`config.mk`:
```
export PLATFORM = sky130hd
export DESIGN_NAME = dcfifo_wr_arbiter
export DESIGN_NICKNAME = d
export VERILOG_FILES = /design/src/rtl/dcfifo_arb_pkg.sv /design/src/rtl/rr_arb_pick.sv /design/src/rtl/dcfifo_wr_arbiter.sv
export SDC_FILE = /design/constraint.sdc
export NUM_CORES = 1
export LEC_CHECK = 0
export CORE_MARGIN = 3
export CORE_UTILIZATION = 30
export CTS_CLUSTER_SIZE = 8
export DETAILED_ROUTE_END_ITERATION = 8
export PLACE_DENSITY = 0.77
export SLEW_MARGIN = 20
export SYNTH_ARGS = -nofsm -noshare
export SYNTH_HDL_FRONTEND = slang
export SYNTH_SLANG_ARGS = --single-unit
```
`constraint.sdc`:
```
create_clock -name wrclk -period 2 [get_ports wrclk]
set_clock_uncertainty 0.15 [all_clocks]
set_input_delay 0.2 -clock wrclk [delete_from_list [all_inputs] [get_ports wrclk]]
set_output_delay 0.2 -clock wrclk [all_outputs]
set_load 0.01 [all_outputs]
```
`src/rtl/dcfifo_arb_pkg.sv`:
```
// Shared types and helpers for the dual-clock FIFO write-side scheduler.
// rr_pick is sized for the largest supported requester count and trimmed by callers.
package dcfifo_arb_pkg;

  typedef enum logic [0:0] {
    StIdle,
    StGrant
  } arb_state_e;

  localparam int unsigned MaxReq = 8;
  localparam int unsigned MaxIdW = 3;

  typedef struct packed {
    logic              found;
    logic [MaxIdW-1:0] idx;
  } rr_pick_t;

  function automatic int unsigned id_width(input int unsigned n);
    return (n > 1) ? $clog2(n) : 1;
  endfunction

  // First set bit of valid_vec searching rr_ptr+1, rr_ptr+2, ... modulo n.
  function automatic rr_pick_t rr_pick(input logic [MaxReq-1:0] valid_vec,
                                       input logic [MaxIdW-1:0] rr_ptr,
                                       input int unsigned       n);
    rr_pick_t    res;
    int unsigned pos;
    res = '0;
    for (int unsigned k = 1; k <= MaxReq; k++) begin
      pos = (32'(rr_ptr) + k) % n;
      if (!res.found && (k <= n) && valid_vec[pos[MaxIdW-1:0]]) begin
        res.found = 1'b1;
        res.idx   = pos[MaxIdW-1:0];
      end
    end
    return res;
  endfunction

endpackage

```
`src/rtl/rr_arb_pick.sv`:
```
// Combinational round-robin pick: rotate past rr_ptr, priority-encode, unrotate.
// Shared by the write and read side schedulers.
module rr_arb_pick
  import dcfifo_arb_pkg::*;
#(
  parameter int unsigned N   = 4,
  parameter int unsigned IdW = id_width(N)
) (
  input  logic [N-1:0]   valid_vec,
  input  logic [IdW-1:0] rr_ptr,
  output logic           found,
  output logic [IdW-1:0] idx
);

  logic [MaxReq-1:0] valid_ext;
  logic [MaxIdW-1:0] ptr_ext;
  rr_pick_t          res;

  assign valid_ext = MaxReq'(valid_vec);
  assign ptr_ext   = MaxIdW'(rr_ptr);
  assign res       = rr_pick(valid_ext, ptr_ext, N);
  assign found     = res.found;
  assign idx       = res.idx[IdW-1:0];

endmodule

```
`src/rtl/dcfifo_wr_arbiter.sv`:
```
// Shares one dual-clock FIFO write port among N_REQ requesters, round-robin,
// holding each grant until end of packet or MAX_BURST beats.
module dcfifo_wr_arbiter
  import dcfifo_arb_pkg::*;
#(
  parameter int unsigned  N_REQ     = 4,
  parameter int unsigned  WIDTH     = 16,
  parameter int unsigned  MAX_BURST = 8,
  localparam int unsigned ID_W      = id_width(N_REQ)
) (
  input  logic                   aclr,
  input  logic                   wrclk,
  input  logic                   enable,
  input  logic [N_REQ-1:0]       req_valid,
  input  logic [N_REQ-1:0]       req_last,
  input  logic [N_REQ*WIDTH-1:0] req_data,
  output logic [N_REQ-1:0]       req_ready,
  output logic                   fifo_wrreq,
  output logic [WIDTH+ID_W:0]    fifo_data,
  input  logic                   fifo_wrfull,
  output logic                   grant_valid,
  output logic [ID_W-1:0]        grant_id,
  output logic                   burst_cut
);

  arb_state_e      state_q, state_d;
  logic            grant_valid_q, grant_valid_d;
  logic [ID_W-1:0] grant_id_q, grant_id_d;
  logic [ID_W-1:0] rr_ptr_q, rr_ptr_d;
  logic [7:0]      beat_cnt_q, beat_cnt_d;
  logic            burst_cut_q, burst_cut_d;

  logic             pick_found;
  logic [ID_W-1:0]  pick_idx;
  logic             sel_valid, sel_last, accept, release_beat;
  logic [WIDTH-1:0] sel_data;

  rr_arb_pick #(
    .N   (N_REQ),
    .IdW (ID_W)
  ) u_pick (
    .valid_vec (req_valid),
    .rr_ptr    (rr_ptr_q),
    .found     (pick_found),
    .idx       (pick_idx)
  );

  // Ready depends only on grant state and wrfull, never on req_valid.
  always_comb begin
    sel_valid = 1'b0;
    sel_last  = 1'b0;
    sel_data  = '0;
    req_ready = '0;
    for (int unsigned i = 0; i < N_REQ; i++) begin
      if (grant_id_q == ID_W'(i)) begin
        sel_valid    = req_valid[i];
        sel_last     = req_last[i];
        sel_data     = req_data[i*WIDTH +: WIDTH];
        req_ready[i] = grant_valid_q & ~fifo_wrfull;
      end
    end
  end

  assign accept       = grant_valid_q & sel_valid & ~fifo_wrfull;
  assign release_beat = accept & (sel_last | (beat_cnt_q == 8'(MAX_BURST - 1)));
  assign fifo_wrreq   = accept;
  assign fifo_data    = {grant_id_q, sel_last, sel_data};
  assign grant_valid  = grant_valid_q;
  assign grant_id     = grant_id_q;
  assign burst_cut    = burst_cut_q;

  always_comb begin
    state_d       = state_q;
    grant_valid_d = grant_valid_q;
    grant_id_d    = grant_id_q;
    rr_ptr_d      = rr_ptr_q;
    beat_cnt_d    = beat_cnt_q;
    burst_cut_d   = 1'b0;
    unique case (state_q)
      StIdle: begin
        if (enable && pick_found) begin
          grant_id_d    = pick_idx;
          grant_valid_d = 1'b1;
          beat_cnt_d    = '0;
          state_d       = StGrant;
        end
      end
      StGrant: begin
        if (accept) begin
          beat_cnt_d = beat_cnt_q + 8'd1;
        end
        if (release_beat) begin
          beat_cnt_d    = '0;
          grant_valid_d = 1'b0;
          rr_ptr_d      = grant_id_q;
          burst_cut_d   = ~sel_last;
          state_d       = StIdle;
        end
      end
      default: state_d = StIdle;
    endcase
  end

  always_ff @(posedge wrclk or posedge aclr) begin
    if (aclr) begin
      state_q       <= StIdle;
      grant_valid_q <= 1'b0;
      grant_id_q    <= '0;
      rr_ptr_q      <= ID_W'(N_REQ - 1);
      beat_cnt_q    <= '0;
      burst_cut_q   <= 1'b0;
    end else begin
      state_q       <= state_d;
      grant_valid_q <= grant_valid_d;
      grant_id_q    <= grant_id_d;
      rr_ptr_q      <= rr_ptr_d;
      beat_cnt_q    <= beat_cnt_d;
      burst_cut_q   <= burst_cut_d;
    end
  end

endmodule

```
; ---- Word level (Yosys, flattened, before mapping)
; Cells that the tools add are included.
[op_classes]
n_eq_ne = 7
bitwise = 8
magnitude_cmp = 4
add_sub_neg = 5
n_reduce_logical = 12
mux = 40
[op_table]
columns = operator, count
row1 = two-way mux 16 bit, 4
row2 = two-way mux 8 bit, 3
row3 = two-way mux 1 bit, 22
row4 = < comparator 2 x 4 -> 1 bit (second input constant), 4
row5 = two-way mux 4 bit, 4
row6 = case mux 8 bit (2 select lines), 1
row7 = adder 8 x 1 -> 8 bit (second input constant), 1
row8 = binary-select mux 1 bit (select 2 bit), 4
row9 = equality test 8 x 3 -> 1 bit (second input constant), 1
row10 = AND reduction 2 bit, 4
row11 = adder 2 x 1 -> 2 bit (second input constant), 2
row12 = adder 2 bit (second input constant), 2
row13 = AND 1 bit, 4
row14 = equality test 2 bit (second input constant), 2
row15 = logical AND 1 bit, 4
row16 = case mux 1 bit (2 select lines), 2
row17 = logical NOT 1 bit, 3
row18 = != test 3 x 1 -> 1 bit (second input constant), 1
row19 = NOT 1 bit, 3
row20 = equality test 2 x 1 -> 1 bit (second input constant), 1
row21 = logical NOT 2 bit, 1
row22 = != test 2 x 1 -> 1 bit (second input constant), 1
row23 = != test 2 bit (second input constant), 1
row24 = OR 1 bit, 1
[word_totals]
elab_cells = 82
ff_bits = 15
output_inout_bits = 28

; ---- Logic depth before layout (Yosys ltp)
[logic_depth]
ltp_word = 16
ltp_mapped = 6
mapped_depth_nobuf = 5

; ---- Modules after synthesis
; Synthesis repeated with hierarchy kept, for this count alone.
[unflattened]
hier_cells = 121
area_unflattened_um2 = 1326.3
[by_module_without_submodules]
columns = mod, seq_area_each_um2, n_inst, area_each_um2, cells_each
row1 = dcfifo_wr_arbiter, 377.9, 1, 1234.9, 107
row2 = rr_arb_pick, 0.0, 1, 91.3, 14

; ---- Least setup slack after synthesis
; No wires, ideal clock.
[synth_path]
path_kind = flip-flop to flip-flop
from = register grant_id_q[0], in the netlist grant_id[0]
to = register beat_cnt_q[0]
synth_period_minus_slack_ns = 1.890
setup_time_ns = 0.133
arrival_ns = 1.607
path_stages_with_launch = 7
setup_slack_ns = 0.110
path_buffers = 2
cell_sequence = dfrtp_1 buf_6 mux4_2 a22oi_4 buf_6 or2_2 o21ai_0
[synth_via]
elab_chain_cells = 10
elab_cells_between_ends = 20
cone_classes = eq/ne: 4 / mux: 10 / bitwise: 4 / reduce/logical: 2
[synth_lines]
columns = item, line
row1 = from (decl), dcfifo_wr_arbiter.sv:28  ; logic [ID_W-1:0] grant_id_q, grant_id_d;
row2 = from (signal assigned), dcfifo_wr_arbiter.sv:115  ; grant_id_q <= grant_id_d;
row3 = logical NOT 2 bit, dcfifo_wr_arbiter.sv:55  ; if (grant_id_q == ID_W'(i)) begin
row4 = two-way mux 1 bit (4 in series), dcfifo_wr_arbiter.sv:55
row5 = AND 1 bit (2 in series), dcfifo_wr_arbiter.sv:64  ; assign accept = grant_valid_q & sel_valid & ~fifo_wrfull;
row6 = AND 1 bit, dcfifo_wr_arbiter.sv:65  ; assign release_beat = accept & (sel_last | (beat_cnt_q == 8'(MAX_BURST - 1)));
row7 = two-way mux 8 bit / != test 3 x 1 -> 1 bit (equally long branches), -
row8 = case mux 8 bit (2 select lines) / AND reduction 2 bit (equally long branches), -
row9 = to (signal assigned), dcfifo_wr_arbiter.sv:117  ; beat_cnt_q <= beat_cnt_d;
row10 = to (decl), dcfifo_wr_arbiter.sv:30  ; logic [7:0] beat_cnt_q, beat_cnt_d;
; Parallel ways exist; a longest one is shown, timed or not.
; A chain may end at the register's enable or synchronous reset.

; ---- Worst setup path after layout
[layout_path]
from = register grant_id_q[0], in the netlist grant_id[0]
to = output port fifo_data[8]
[layout_via]
elab_chain_cells = 5
elab_cells_between_ends = 8
cone_classes = eq/ne: 3 / mux: 4 / reduce/logical: 1
[layout_lines]
columns = item, line
row1 = logical NOT 2 bit, dcfifo_wr_arbiter.sv:55
row2 = two-way mux 16 bit (3 in series), dcfifo_wr_arbiter.sv:55
row3 = two-way mux 16 bit *, dcfifo_wr_arbiter.sv:55
row4 = to (decl), dcfifo_wr_arbiter.sv:19  ; output logic [WIDTH+ID_W:0] fifo_data,
; Mark *: on every way between the ends. The rest lies on a longest branch, timed or not.

==> impl_results.md <==
* Final global-route overflow total at 0
* RePlAce Congestion at 0.7944
* DR pass1 iterations at 4
* Number of flops mapped to enable cells by yosys at 0
* Worst Path Arrival at 1.73 ns
* Failing checks: negative setup slack
* Hold-fix buffers at CTS at 0
* Post-route cell area at 2648 µm²
* Count of cell types in the netlist at 36
* Maximum VDD drop at 0.5797 mV
* DRT Wirelength at 4.764 mm
* TritonCTS clock tree: yes
* Area Growth Syn to Fin at 101.1%
* DRT antenna net count at 0
* Worst-Skew Late Latency at 0.25 ns
* First-pass GRT wire length at 7.162 mm
* Antenna Cells at 0
* DR WL/cell at 16.43 µm
* Final nets at 318
* Rel. slew slack at 63.71%
* Vias at 1482
* Largest net degree at the start of global routing at 16
* CTS Buf Count at 3
* Core Region at 4115 µm²
* Drt drc at 0
* Worst-margin pin slew at 0.5438 ns
* Fillcell total at 370
* Critical path class: flip-flop to primary output
* Clock Sink Count at 15
* WP data required at 1.65 ns
* Sequential share of power at 17.6%
* Pre-CTS setup slack at -0.2012 ns
* Initial antenna violation count at 0
* Cells after Synth at 120
* Post-Syn Area at 1316 µm²
* Tot GR Track Use at 17.63%
* Synth area leaders: mux4_2, dfrtp_1, dfstp_2
* Top_reg_cell synth: dfrtp_1
* Clk pwr share at 8.8%
* Final setup TNS at -0.3680 ns
* Final worst path period need at 2.080 ns
* Syn avg cell area at 10.97 µm²
* Final worst-path cycle share at 104.0%
* Unrepaired setup endpoints after global routing: true
* Switching Fraction at 37.33%
* Reg clk slew, reported paths at 0.06 ns
* Seq/Total Area, Yosys at 28.71%
* Final Hold Fails at 0
* F_max at 480.8 MHz
* Iteration-0 DRC Markers at 25
* Status: finished with violations
* Die W at 72.24 µm
* Worst-path cell chain: buf_4 > buf_6 > buf_12 > buf_4 > mux4_2 > buf_6
* HPWL Detailed at 3.746 mm
* Worst Path Max Fanout at 6
* Layout cells sized above 1 at 36.67%
* Synth Net Count at 197
* I/O pin count at 104
* Slowest-stage cell, CP: mux4_2
* Std cell rows at 23
* Vias in the first global route at 1490
* Clock buffer depth at 2
* #FFs+latches synth at 15
* Starting Density at 31.99%
* Clock root cell: clkbuf_8
* P_sw at 1.054 mW
* Comb power frac at 73.6%
* Placed cell area at 2450 µm²
* Worst path bufs/invs at 5
* Max incr delay on CP at 0.42 ns
* Leak Pwr at 1.080 nW
* Routed vias/inst at 5.110
* Synth area leader: mux4_2
* I/O Buffers at 103
* Worst setup slack after layout at -0.08006 ns
* DIE AREA at 5219 µm²
* Yosys top cell area share at 30.80%
* Startpoint Class: flip-flop
* Ys async rst share at 100.0%
* Crit. End Element: primary output
* Die span in y at 72.24 µm
* Hold crit path type: primary input to async pin
* Max H-tree Level at 1
* Layout Utilization at 64.34%
* Top delay family on crit path: buffers and inverters
* Syn. warnings at 0
* MaxCap Viol Count at 0
* Internal power at 1.770 mW
* Fin. max-slew vios at 0
* Count of final setup violators at 11
* Pwr/cell area at 1066 nW/µm²
[cell type report]
| type | instances | area (µm²) | share of cell area (%) |
|---|---|---|---|
| clock buffers | 3 | 41.29 | 1.560 |
| clock inverters | 1 | 5.005 | 0.1890 |
| inverters | 4 | 15.01 | 0.5671 |
| multi-input cells | 90 | 935.9 | 35.35 |
| flip-flops and latches | 15 | 377.9 | 14.27 |
| well taps | 50 | 62.56 | 2.363 |
| repair buffers | 127 | 1210 | 45.70 |
[stage by stage]
stage,std cells,total power [mW],hold WS (ns)
2_1_floorplan,120,1.508,-0.04995
3_3_place_gp,275,2.321,0.3439
3_5_place_dp,275,2.358,0.3585
4_1_cts,291,2.759,0.1697
5_1_grt,290,3.013,0.1955
6_report,290,2.824,0.1385
[cell usage in the layout, fill, tap and decap left out, types with 5 or more instances in the layout]
| cell | instances |
|---|---|
| o21ai_2 | 7 |
| dlygate4sd2_1 | 5 |
| clkdlybuf4s50_1 | 81 |
| buf_4 | 16 |
| buf_2 | 13 |
| buf_6 | 8 |
| nand2_1 | 13 |
| nor2_1 | 6 |
| dfrtp_1 | 13 |
| mux4_2 | 18 |
| a21oi_1 | 6 |
[power by group through the flow]
stage | logic [mW] | clock network, mW | registers [mW]
finish | 2.08 | 0.249 | 0.498
global route | 2.23 | 0.268 | 0.511
CTS | 2.01 | 0.254 | 0.492
detailed placement | 1.86 | 0 | 0.496
global placement | 1.83 | 0 | 0.492
floorplan | 1.04 | 0 | 0.469
[synthesized netlist by cell type (2+ instances only)]
library cell  count
nand2_1          13
inv_1             4
buf_4             3
and2_1            2
nor2b_1           2
o31ai_1           3
nand4_1           2
mux2_2            2
mux4_2           18
and3b_1           2
clkbuf_1          4
or3_1             4
o21ai_0           8
a21oi_1           8
dfstp_2           2
or2_2             2
buf_6             2
dfrtp_1          13
or4_1             3
nor2_1            7
[worst paths after layout]
path / from / end / slack, ns / depth (start not counted)
setup / recovery: grant_id[0]$_DFFE_PP0P_ / fifo_data[8] / -0.08 / 6
hold / removal: aclr / grant_valid$_DFFE_PP0P_ / 0.14 / 2
setup reg to reg: grant_id[0]$_DFFE_PP0P_ / beat_cnt_q[5]$_DFFE_PP0P_ / -0.05 / 7
hold reg to reg: beat_cnt_q[1]$_DFFE_PP0P_ / beat_cnt_q[1]$_DFFE_PP0P_ / 0.36 / 2
max in group asynchronous: aclr / rr_ptr_q[0]$_DFFE_PP1P_ / 1.20 / 2
min in group wrclk: beat_cnt_q[1]$_DFFE_PP0P_ / beat_cnt_q[1]$_DFFE_PP0P_ / 0.36 / 2
[flip-flops by register name, summed over array words and instances (netlist names)]
signal and flops:
state_q 1, rr_ptr_q 2, beat_cnt_q 8, grant_id 2, grant_valid 1, burst_cut 1
[per-layer routing]
layer	global-route usage, %	wire length, µm
met2	32.86	2569
met1	20.32	1772
met5	0	0
met4	4.384	24
met3	3.740	398
[cells by family after synthesis]
kind of cell             synth area share [%]
flip-flops                              28.71
AO/OA/AOI/OAI                           13.31
adder cells (fa/ha/maj)                0.9504
buffers and inverters                   6.462
multiplexers                            33.27
AND/OR/NAND/NOR                         17.30
[timing repair]
action / in CTS / in global routing
pin swaps: 8 / 6
setup buffers: 12 / 0
gates cloned: 1 / 0
setup endpoints to repair: 28 / 25
resized for setup: 92 / 19
[worst register-to-register path: cells and delay by family, from the launching register on]
| kind | cells | cell delay (ns) |
|---|---|---|
| flops | 1 | 0.38 |
| compound gates | 3 | 0.44 |
| mux | 1 | 0.52 |
| buf+inv | 3 | 0.48 |
No activity file was read; power rests on OpenSTA's default activity.
